--- src/rtl/force_reg_pkg.sv ---
// Shared types for the force/release register bank: command op-codes and
// controller states.
package force_reg_pkg;

  localparam int unsigned OpW = 2;

  typedef enum logic [OpW-1:0] {
    OpNop        = 2'd0,
    OpForce      = 2'd1,
    OpRelease    = 2'd2,
    OpReleaseAll = 2'd3
  } cmd_op_e;

  typedef enum logic [1:0] {
    StIdle,
    StSweep,
    StDone
  } state_e;

endpackage

--- src/rtl/force_reg_chan.sv ---
// One channel of the force bank: the written register, per-bit force flags and
// the per-bit force values. Output q is a pure function of those three registers.
module force_reg_chan #(
  parameter int unsigned          WIDTH       = 8,
  parameter logic [WIDTH-1:0]     RESET_VALUE = '0
) (
  input  logic             clk,
  input  logic             rst,
  input  logic             en,
  input  logic [WIDTH-1:0] d,
  input  logic             force_strobe,
  input  logic             release_strobe,
  input  logic [WIDTH-1:0] mask,
  input  logic [WIDTH-1:0] value,
  output logic [WIDTH-1:0] q,
  output logic [WIDTH-1:0] forced
);

  logic [WIDTH-1:0] reg_q, reg_d;
  logic [WIDTH-1:0] forced_q, forced_d;
  logic [WIDTH-1:0] fval_q, fval_d;
  logic [WIDTH-1:0] rel_bits;

  always_comb begin
    reg_d    = reg_q;
    forced_d = forced_q;
    fval_d   = fval_q;
    rel_bits = '0;
    if (release_strobe) begin
      // Released bits keep showing their forced value until the next write.
      rel_bits = mask & forced_q;
      reg_d    = (reg_q & ~rel_bits) | (fval_q & rel_bits);
      forced_d = forced_q & ~mask;
    end
    if (force_strobe) begin
      forced_d = forced_q | mask;
      fval_d   = (fval_q & ~mask) | (value & mask);
    end
    if (en) begin
      reg_d = d;
    end
  end

  always_ff @(posedge clk) begin
    if (rst) begin
      reg_q    <= RESET_VALUE;
      forced_q <= '0;
      fval_q   <= '0;
    end else begin
      reg_q    <= reg_d;
      forced_q <= forced_d;
      fval_q   <= fval_d;
    end
  end

  assign q      = (forced_q & fval_q) | (~forced_q & reg_q);
  assign forced = forced_q;

endmodule

--- src/rtl/force_reg_bank.sv ---
// Bank of CHANNELS registers with per-bit force/release overrides; holds the
// command decode, the controller FSM and the RELEASE_ALL sweep counter.
module force_reg_bank
  import force_reg_pkg::*;
#(
  parameter int unsigned      WIDTH       = 8,
  parameter int unsigned      CHANNELS    = 4,
  parameter logic [WIDTH-1:0] RESET_VALUE = '0,
  localparam int unsigned     ChanW       = (CHANNELS > 1) ? $clog2(CHANNELS) : 1
) (
  input  logic                      clk,
  input  logic                      rst,
  input  logic [CHANNELS*WIDTH-1:0] d,
  input  logic [CHANNELS-1:0]       en,
  input  logic                      cmd_valid,
  output logic                      cmd_ready,
  input  logic [OpW-1:0]            cmd_op,
  input  logic [ChanW-1:0]          cmd_chan,
  input  logic [WIDTH-1:0]          cmd_mask,
  input  logic [WIDTH-1:0]          cmd_value,
  output logic [CHANNELS*WIDTH-1:0] q,
  output logic [CHANNELS*WIDTH-1:0] forced,
  output logic                      any_forced,
  output logic                      cmd_done
);

  state_e              state_q, state_d;
  logic [ChanW-1:0]    idx_q, idx_d;
  cmd_op_e             op;
  logic                accept;
  logic [CHANNELS-1:0] cmd_sel, idx_sel;
  logic [CHANNELS-1:0] force_vec, release_vec;
  logic [WIDTH-1:0]    mask_bus;

  assign op        = cmd_op_e'(cmd_op);
  assign cmd_ready = (state_q == StIdle);
  assign cmd_done  = (state_q == StDone);
  assign accept    = cmd_valid && cmd_ready;

  // An out-of-range cmd_chan selects no channel, so the command degrades to a NOP.
  always_comb begin
    cmd_sel = '0;
    idx_sel = '0;
    for (int unsigned c = 0; c < CHANNELS; c++) begin
      cmd_sel[c] = (cmd_chan == ChanW'(c));
      idx_sel[c] = (idx_q == ChanW'(c));
    end
  end

  always_comb begin
    state_d     = state_q;
    idx_d       = idx_q;
    force_vec   = '0;
    release_vec = '0;
    mask_bus    = cmd_mask;
    unique case (state_q)
      StIdle: begin
        if (accept) begin
          case (op)
            OpForce: begin
              force_vec = cmd_sel;
              state_d   = StDone;
            end
            OpRelease: begin
              release_vec = cmd_sel;
              state_d     = StDone;
            end
            OpReleaseAll: begin
              idx_d   = '0;
              state_d = StSweep;
            end
            default: state_d = StDone;
          endcase
        end
      end
      StSweep: begin
        mask_bus    = '1;
        release_vec = idx_sel;
        idx_d       = idx_q + ChanW'(1);
        if (idx_q == ChanW'(CHANNELS - 1)) begin
          state_d = StDone;
        end
      end
      StDone:  state_d = StIdle;
      default: state_d = StIdle;
    endcase
  end

  always_ff @(posedge clk) begin
    if (rst) begin
      state_q <= StIdle;
      idx_q   <= '0;
    end else begin
      state_q <= state_d;
      idx_q   <= idx_d;
    end
  end

  for (genvar i = 0; i < CHANNELS; i++) begin : g_chan
    force_reg_chan #(
      .WIDTH       (WIDTH),
      .RESET_VALUE (RESET_VALUE)
    ) u_chan (
      .clk            (clk),
      .rst            (rst),
      .en             (en[i]),
      .d              (d[i*WIDTH +: WIDTH]),
      .force_strobe   (force_vec[i]),
      .release_strobe (release_vec[i]),
      .mask           (mask_bus),
      .value          (cmd_value),
      .q              (q[i*WIDTH +: WIDTH]),
      .forced         (forced[i*WIDTH +: WIDTH])
    );
  end

  assign any_forced = |forced;

endmodule
--- config.mk ---
export PLATFORM = sky130hd
export DESIGN_NAME = force_reg_bank
export DESIGN_NICKNAME = d
export VERILOG_FILES = /design/src/rtl/force_reg_pkg.sv /design/src/rtl/force_reg_chan.sv /design/src/rtl/force_reg_bank.sv
export SDC_FILE = /design/constraint.sdc
export NUM_CORES = 1
export LEC_CHECK = 0
export ABC_CLOCK_PERIOD_IN_PS = 4300
export CAP_MARGIN = 20
export CORE_MARGIN = 1
export CORE_UTILIZATION = 40
export DETAILED_ROUTE_END_ITERATION = 6
export PLACE_DENSITY = 0.77
export SKIP_CTS_REPAIR_TIMING = 1
export SYNTH_ARGS = -nofsm -noshare
export SYNTH_HDL_FRONTEND = slang
export SYNTH_SLANG_ARGS = --single-unit
export TNS_END_PERCENT = 100
--- constraint.sdc ---
create_clock -name clk -period 4.3 [get_ports clk]
set_clock_uncertainty 0.05 [all_clocks]
set_input_delay 0.43 -clock clk [delete_from_list [all_inputs] [get_ports clk]]
set_output_delay 0.43 -clock clk [all_outputs]
set_load 0.01 [all_outputs]
==> impl_results.md <==
* Final setup fails at 0
* CTS Buf Count at 9
* Synth warnings at 0
* CTS tree: yes
* Worst-path clk slew at 0.07 ns
* Starting Density at 0.409
* Wl on met1 at 7690 um
* Met2 wire len at 8490 um
* Max cap viols at 0
* Global Route Usage Sum at 0.265
* Yosys cell types at 37
* Commonest non-fill, non-tap cell in the layout: clkdlybuf4s50_1
* Rows at 42
* Routed WL per cell at 21.0 um
* CTS Buffer Depth at 2
* Ant diodes at 0
* Largest net degree at the start of global routing at 92
* Via count at 5,539
* Core Util, Final at 0.524
* Syn-to-layout area delta at 28.1%
* CP endpoint kind: primary output
* H-Tree Depth at 3
* Global-route wire length before repair at 28,800 um
* Die H at 118 um
* Initial DRC Count at 467
* Critical path class: register to primary output
* Commonest cells after routing, fill and taps aside: 124 x clkdlybuf4s50_1, 100 x dfxtp_1, 97 x a21oi_1
* Fin Setup TNS at 0 ns
* DR WL met3 at 1790 um
* Die area at 14,000 sq um
* Worst Path Arrival at 2.29 ns
* Syn Area/Cell at 8.52 sq um
* Worst Setup Start Kind: register
* Post-layout min period at 2.77 ns
* DP Wirelength at 12,600 um
* Fraction of layout cells with a size suffix above 1 at 0.123
* Max-slew violations at 0
* CP Max Fanout at 6
* Worst slew pin tran at 1.01 ns
* Drt via density at 6.20
* Gate count after technology mapping at 633
* Status: completed
* DP Worst Slack at 1.72 ns
* F_max at 362 MHz
* Sequential fraction of the synthesis area at 0.371
* Fin nets at 776
* Overall routed net length at 18,700 um
* Initial antenna violation count at 0
* Die Wd at 118 um
* DR top layer: met4
* Final period utilization at 0.643
* Worst Hold Class: register to register
* IO Pins at 126
* Req. time, crit path at 3.82 ns
* Core area at 13,200 sq um
* Pwr dens at 312 nW/um^2
* Clk Latency, worst-skew pair at 0.35 ns
* Standby leakage power at 0.00235 uW
* RSZ-0062 raised after global routing: no
* Grt ovf at 0
* # DRC at 0
* Syn Std Cell Area at 5390 sq um
* Yosys reg bits at 100
* Setup WS post-layout at 1.53 ns
* VDD IR max at 174 uV
* Vias in the first global route at 5,412
* RD Place Congestion at 0.887
* Drt first pass iters at 6
* Antenna viol nets, final at 0
* Relative slew slack at 0.326
* Input/output buffers at 125
* Syn nets at 696
* Clock sink total at 100
* CTS Root Cell: clkbuf_16
* Endpoints failing hold at 0
## synthesized netlist by cell type (all sizes together)
cell     instances  area, sq um
dfxtp          100         2000
a21oi           97          485
mux2            65          732
nand2           47          176
o21ai           46          230
nand3           37          185
nor2b           36          233
a31oi           33          213
o2111ai         32          280
clkbuf          31          120
buf             28          191
a211oi          20          150
inv             10         37.5
nor2            10         40.0
or2              9         56.3
nor4             8         50.1
a32o             4         41.3
and3             4         25.0
ha               4         50.1
a32oi            3         26.3
nand4            2         12.5
nor3             2         10.0
a221oi           1         8.76
a41oi            1         8.76
and2             1         6.26
and3b            1         8.76
and4bb           1         12.5
## cell families (layout without fill, tap and decap cells)
group                      count (synthesis)  after routing  share of synthesized area
and+or+nand+nor                          158            158                      0.151
DFF                                      100            100                      0.371
buffers and inverters                     69            154                     0.0647
adders and majority gates                  4              4                    0.00928
muxes                                     65             65                      0.136
AOI/OAI and AO/OA                        237            237                      0.268
## metal layers
| metal | GRT usage | up-vias |
|---|---|---|
| met2 | 0.421 | 296 |
| li1 | - | 2540 |
| met5 | 0 | - |
| met3 | 0.0422 | 59 |
| met4 | 0.149 | 0 |
| met1 | 0.340 | 2644 |
## final timing paths
| kind | end | from | cells after the start | slack, ns |
|---|---|---|---|---|
| worst min-delay path | register | register | 2 | 0.46 |
| worst max-delay path | any_forced | register | 4 | 1.53 |
| worst max register to register | register | state_q[0] | 4 | 1.67 |
| worst min register to register | register | register | 2 | 0.46 |
## area by class of cell
type                       count  area [sq um]
clock buffer                  12           267
clock inverter                 4          56.3
fill                        1220          6280
inverter                      10          37.5
multi-input combinational    464          3040
sequential                   100          2000
tap                          176           220
timing repair buffer         128          1280
## worst max-delay path, cell delays in order, from the launching register on
cell and delay [ns]:
dfxtp_1 0.37, nor4_1 0.46, nand4_1 0.26, or2_2 0.37, clkdlybuf4s50_1 0.48
## stage by stage
step                power, uW  hold WS, ns  instances  area (sq um)
floorplan                1140        0.410        633          5390
global placement         1290        0.421        878          6590
detailed placement       1300        0.436        878          6590
CTS                      2160        0.448        894          6910
global route             2210        0.486        894          6910
finish                   2160        0.456        894          6910
## power by group
group	internal, uW	leakage, uW	switching (uW)
registers	945	0.000810	16.7
logic	140	0.00138	182
clock network	502	0.000159	370
total	1590	0.00235	569
Power figures use the tool's default switching activity.
==> RTL change 1 (config.mk and constraints unchanged) <==
The 3 states of `state_e` get a one-hot encoding in 3 bits.
--- a/src/rtl/force_reg_pkg.sv
+++ b/src/rtl/force_reg_pkg.sv
@@ -13,6 +13,6 @@
 
-  typedef enum logic [1:0] {
-    StIdle,
-    StSweep,
-    StDone
+  typedef enum logic [2:0] {
+    StIdle  = 3'b001,
+    StSweep = 3'b010,
+    StDone  = 3'b100
   } state_e;
Formal check against the unedited RTL: no difference found for any inputs over 4 cycles, from zero or initial values and one cycle with rst high; so few cycles prove little.
==> RTL change 1 against the unedited design <==
Hold slack worse by 1.2 ps; non-clock buffer count up 1; setup slack gained 89 ps; core utilization up 3.1 points; count of clock-buffer cells in the layout decreased by 1; power up 2.6%; via count is 1.3% lower; sequential cell count rose by 1; final area is 1.6% lower; combinational power is 9.9% higher; synthesized area is 5.0% lower; routed wire length shrank 2.2%; largest power group unchanged.
==> RTL change 1: results (changes against the unedited design) <==
[drt]
viasPerCell = 6.314  ; +1.9%
drt_first_pass_iters = 5  ; -1
wire_per_inst_um = 21.15  ; +0.95%
drt_iter0_markers = 514  ; +10%

[synth]
synth_ff_type = dfxtp_1
synth_area_leaders = dfxtp_1, mux2i_1, o2111ai_1, o21ai_0, nor2_1
synthAdderAreaFrac_pct = 0.9766  ; +0.048 points
syn_nets = 654  ; -6.0%
synth_compound_area_share_pct = 29.64  ; +2.9 points
post_synth_most_frequent_cells = dfxtp_1, nor2_1, o21ai_0
synth_cell_types = 45  ; +22%
yosysSeqAreaShare_pct = 39.45  ; +2.3 points
yosys-mux-area-fraction_pct = 10.64  ; -2.9 points
netlist_instances = 591  ; -6.6%

[pwr]
power.switching_uw = 563.1  ; -0.97%
pg_clk_uw = 871  ; about the same
peakVddDrop_uv = 175.4  ; +0.88%
p_leak_nw = 2.555  ; +8.7%
p_sw_share_pct = 25.45  ; -0.92 points

[placed_design]
place_area_mm2 = 0.006467  ; -1.8%
place_congestion = 0.9396  ; +6.0%
hpwl_mm = 12.81  ; +1.3%
placed_cells = 850  ; -3.2%
dp_slack_ps = 1403  ; -317.8 ps

[setup_path]
timing.rr.start = state_q[1]
path_max_fanout = 7  ; +1
cp_top_family = simple AND/OR/NAND/NOR gates
arrival_ps = 2200  ; -90 ps

[global_routing]
antenna_found_initial = 0  ; unchanged
grt_pass1_vias = 5157  ; -4.7%
grt_max_degree = 93  ; +1.1%
grt_pass1_wl_mm = 28.33  ; -1.6%
grtUsageTotal_pct = 28.23  ; +1.8 points

[timing]
maxSlewHeadroom_pct = 31.86  ; -0.72 points

[finish]
drive_above_1_share_pct = 7.450  ; -4.8 points
stdcell_count = 866  ; -3.1%
nets = 757  ; -2.4%

[clocking]
cts-htree-levels = 3  ; unchanged

[run_status]
status = finished, final reports clean

RTL change 1: cell count changes after synthesis, moves of 20 or more:
cell | unedited run | this run
a21oi_1 | 97 | 36
a311oi_1 | 0 | 20
mux2_2 | 55 | 20
mux2i_1 | 0 | 32
nand3_1 | 37 | 1
nor2_1 | 9 | 62
nor2b_1 | 35 | 2
o22ai_1 | 0 | 20
RTL change 1: worst paths after layout:
check,endpoint,slack [ps],cells past startpoint
setup / recovery,any_forced,1620,4
hold / removal,register,450,2
setup reg to reg,register,1650,4
hold reg to reg,register,450,2
RTL change 1: final cells by class:
type / count / area, um^2
inverters: 19 / 71.32
clock inverters: 4 / 72.57
well taps: 168 / 210.2
repair buffers: 129 / 1296
multi-input cells: 434 / 2883
flip-flops and latches: 101 / 2022
fillers: 1094 / 5464
clock buffers: 11 / 242.7
RTL change 1: per-layer routing:
metal	up-vias	GRT usage (%)	part of all wire, %
li1	2473	-	-
met1	2613	37.03	41
met2	317	43.61	45
met3	65	5.113	9.4
met4	0	16.28	5.1
met5	-	0	0
==> RTL change 2 (same flow settings) <==
Made on the original files. `WIDTH` is set to 8 in 2 places; all go to 6.
--- a/src/rtl/force_reg_chan.sv
+++ b/src/rtl/force_reg_chan.sv
@@ -3,3 +3,3 @@
 module force_reg_chan #(
-  parameter int unsigned          WIDTH       = 8,
+  parameter int unsigned          WIDTH       = 6,
   parameter logic [WIDTH-1:0]     RESET_VALUE = '0
--- a/src/rtl/force_reg_bank.sv
+++ b/src/rtl/force_reg_bank.sv
@@ -5,3 +5,3 @@
 #(
-  parameter int unsigned      WIDTH       = 8,
+  parameter int unsigned      WIDTH       = 6,
   parameter int unsigned      CHANNELS    = 4,
Interface: changed (5 resized); port bits go from 126 to 98. No check against the original RTL was run, so the function may have changed too.
==> RTL change 2 against the unedited design <==
Routed wire length fell by 28%; register-to-register slack better by 40 ps; power down 32%; synthesized area is 22% lower; count of clock-buffer cells in the layout is 2 lower; critical path depth unchanged; setup slack better by 150 ps; synthesized cell count fell by 23%; sequential cell count shrank 24; non-clock buffer count fell by 29; final area down 23%; largest cell class unchanged.
==> RTL change 2: results (changes against the unedited design) <==
[pwr]
p_leak_nw = 1.923  ; -18%
peakVddDrop_uv = 132.3  ; -24%

[setup_path]
critPathCapture = any_forced
start_kind = register
slowest_stage = nor4_1
slowest_delay_ps = 510  ; +30 ps
timing.rr.start = state_q[0]
r2r_slack_ps = 1710  ; +40 ps
reg2reg_depth = 4  ; unchanged
path_max_fanout = 6  ; unchanged
arrival_ps = 2140  ; -150 ps

[clocking]
clk_pin_slew_ps = 80
ctsLongestPathBuffers = 2  ; unchanged
cts_buffers = 9  ; unchanged
clk_latency_ps = 350  ; about the same
root_buffer = clkbuf_8
cts-htree-levels = 3  ; unchanged

[global_routing]
grt_max_degree = 101  ; +9.8%
grt_pass1_wl_mm = 21.31  ; -26%
grt_pass1_vias = 4153  ; -23%
antenna_found_initial = 0  ; unchanged
grtUsageTotal_pct = 24.72  ; -1.7 points

[synth]
netlist_instances = 485  ; -23%
post_synth_most_frequent_cells = dfxtp_1, a21oi_1, nand2_1
yosysSeqAreaShare_pct = 36.26  ; -0.87 points
syn_nets = 536  ; -23%
synth_area_leaders = dfxtp_1, a21oi_1, mux2_2, mux2_1, o2111ai_1
synth_cell_types = 39  ; +5.4%
yosysWarnings = 0  ; unchanged
async_flop_share_pct = 0  ; unchanged

[placed_design]
portBuffers = 97  ; -22%
hpwl_mm = 9.458  ; -25%
place_congestion = 0.9057  ; +2.2%
placed_cells = 678  ; -23%

[drt]
wire_per_inst_um = 19.50  ; -6.9%
viasPerCell = 6.133  ; -1.0%
drt_iter0_markers = 372  ; -20%
drt_first_pass_iters = 5  ; -1
routed_wl_mm = 13.53  ; -28%

[hold_path]
min_path_type = reg -> reg

[finish]
diodes = 0  ; unchanged
drive_above_1_share_pct = 9.857  ; -2.4 points
nets = 604  ; -22%

[timing]
worstMarginPinSlew_ps = 1012  ; +2.708 ps

[run_status]
status = finished, final reports clean

-- RTL change 2: cell count changes after synthesis, moves of 9 or more --
cell / delta
mux2_1: +13
nand3_1: -21
o211ai_1: +13
nor2b_1: -9
a21oi_1: -38
a211oi_1: -12
dfxtp_1: -24
o21ai_0: -20
nand2_1: -11
mux2i_1: +10
mux2_2: -29
-- RTL change 2: cell type report --
cell class / count / area, um^2
fillers: 941 / 4896
multi-input cells: 356 / 2454
flip-flops and latches: 76 / 1521
repair buffers: 99 / 980.9
well taps: 136 / 170.2
clock buffers: 10 / 127.6
inverters: 11 / 41.29
clock inverters: 6 / 40.04
-- RTL change 2: critical path, delay by kind of cell, from the launching register on --
kind | cells | cell delay (ps)
simple gates | 3 | 870
flops | 1 | 410
buf+inv | 1 | 510
-- RTL change 2: cells by family after synthesis --
group	share of synthesized area, %
AOI/OAI and AO/OA	25.07
adders and majority gates	1.193
buffers and inverters	5.456
DFF	36.26
muxes	15.53
and+or+nand+nor	16.49
-- RTL change 2: layer usage --
metal	up-vias	wire length, um	global-route usage, %
li1	1947	-	-
met1	2030	5499	31.02
met2	238	6418	41.15
met3	41	1263	5.702
met4	0	350	8.980
met5	-	0	0
-- RTL change 2: worst min path at each step --
stage                    end  slack [ps]  depth (start not counted)
floorplan           register         400                          2
global placement    register         420                          2
detailed placement  register         410                          2
CTS                 register         430                          2
global route        register         460                          2
finish              register         430                          2
-- RTL change 2: metrics by stage --
stage	utilization, %	cell area, um^2	setup WS, ps	hold WS, ps
after global routing	52.15	5335	1609	461.0
after CTS	52.15	5335	1751	425.0
final	52.15	5335	1684	431.8
after detailed placement	50.51	5167	1743	413.9
after global placement	50.51	5167	1830	416.6
after floorplan	-	4197	2546	396.6
-- RTL change 2: where the power goes --
group / switching, mW / internal, mW
sequential: 0.0147 / 0.718
combinational: 0.132 / 0.109
clock: 0.278 / 0.210
total: 0.424 / 1.04
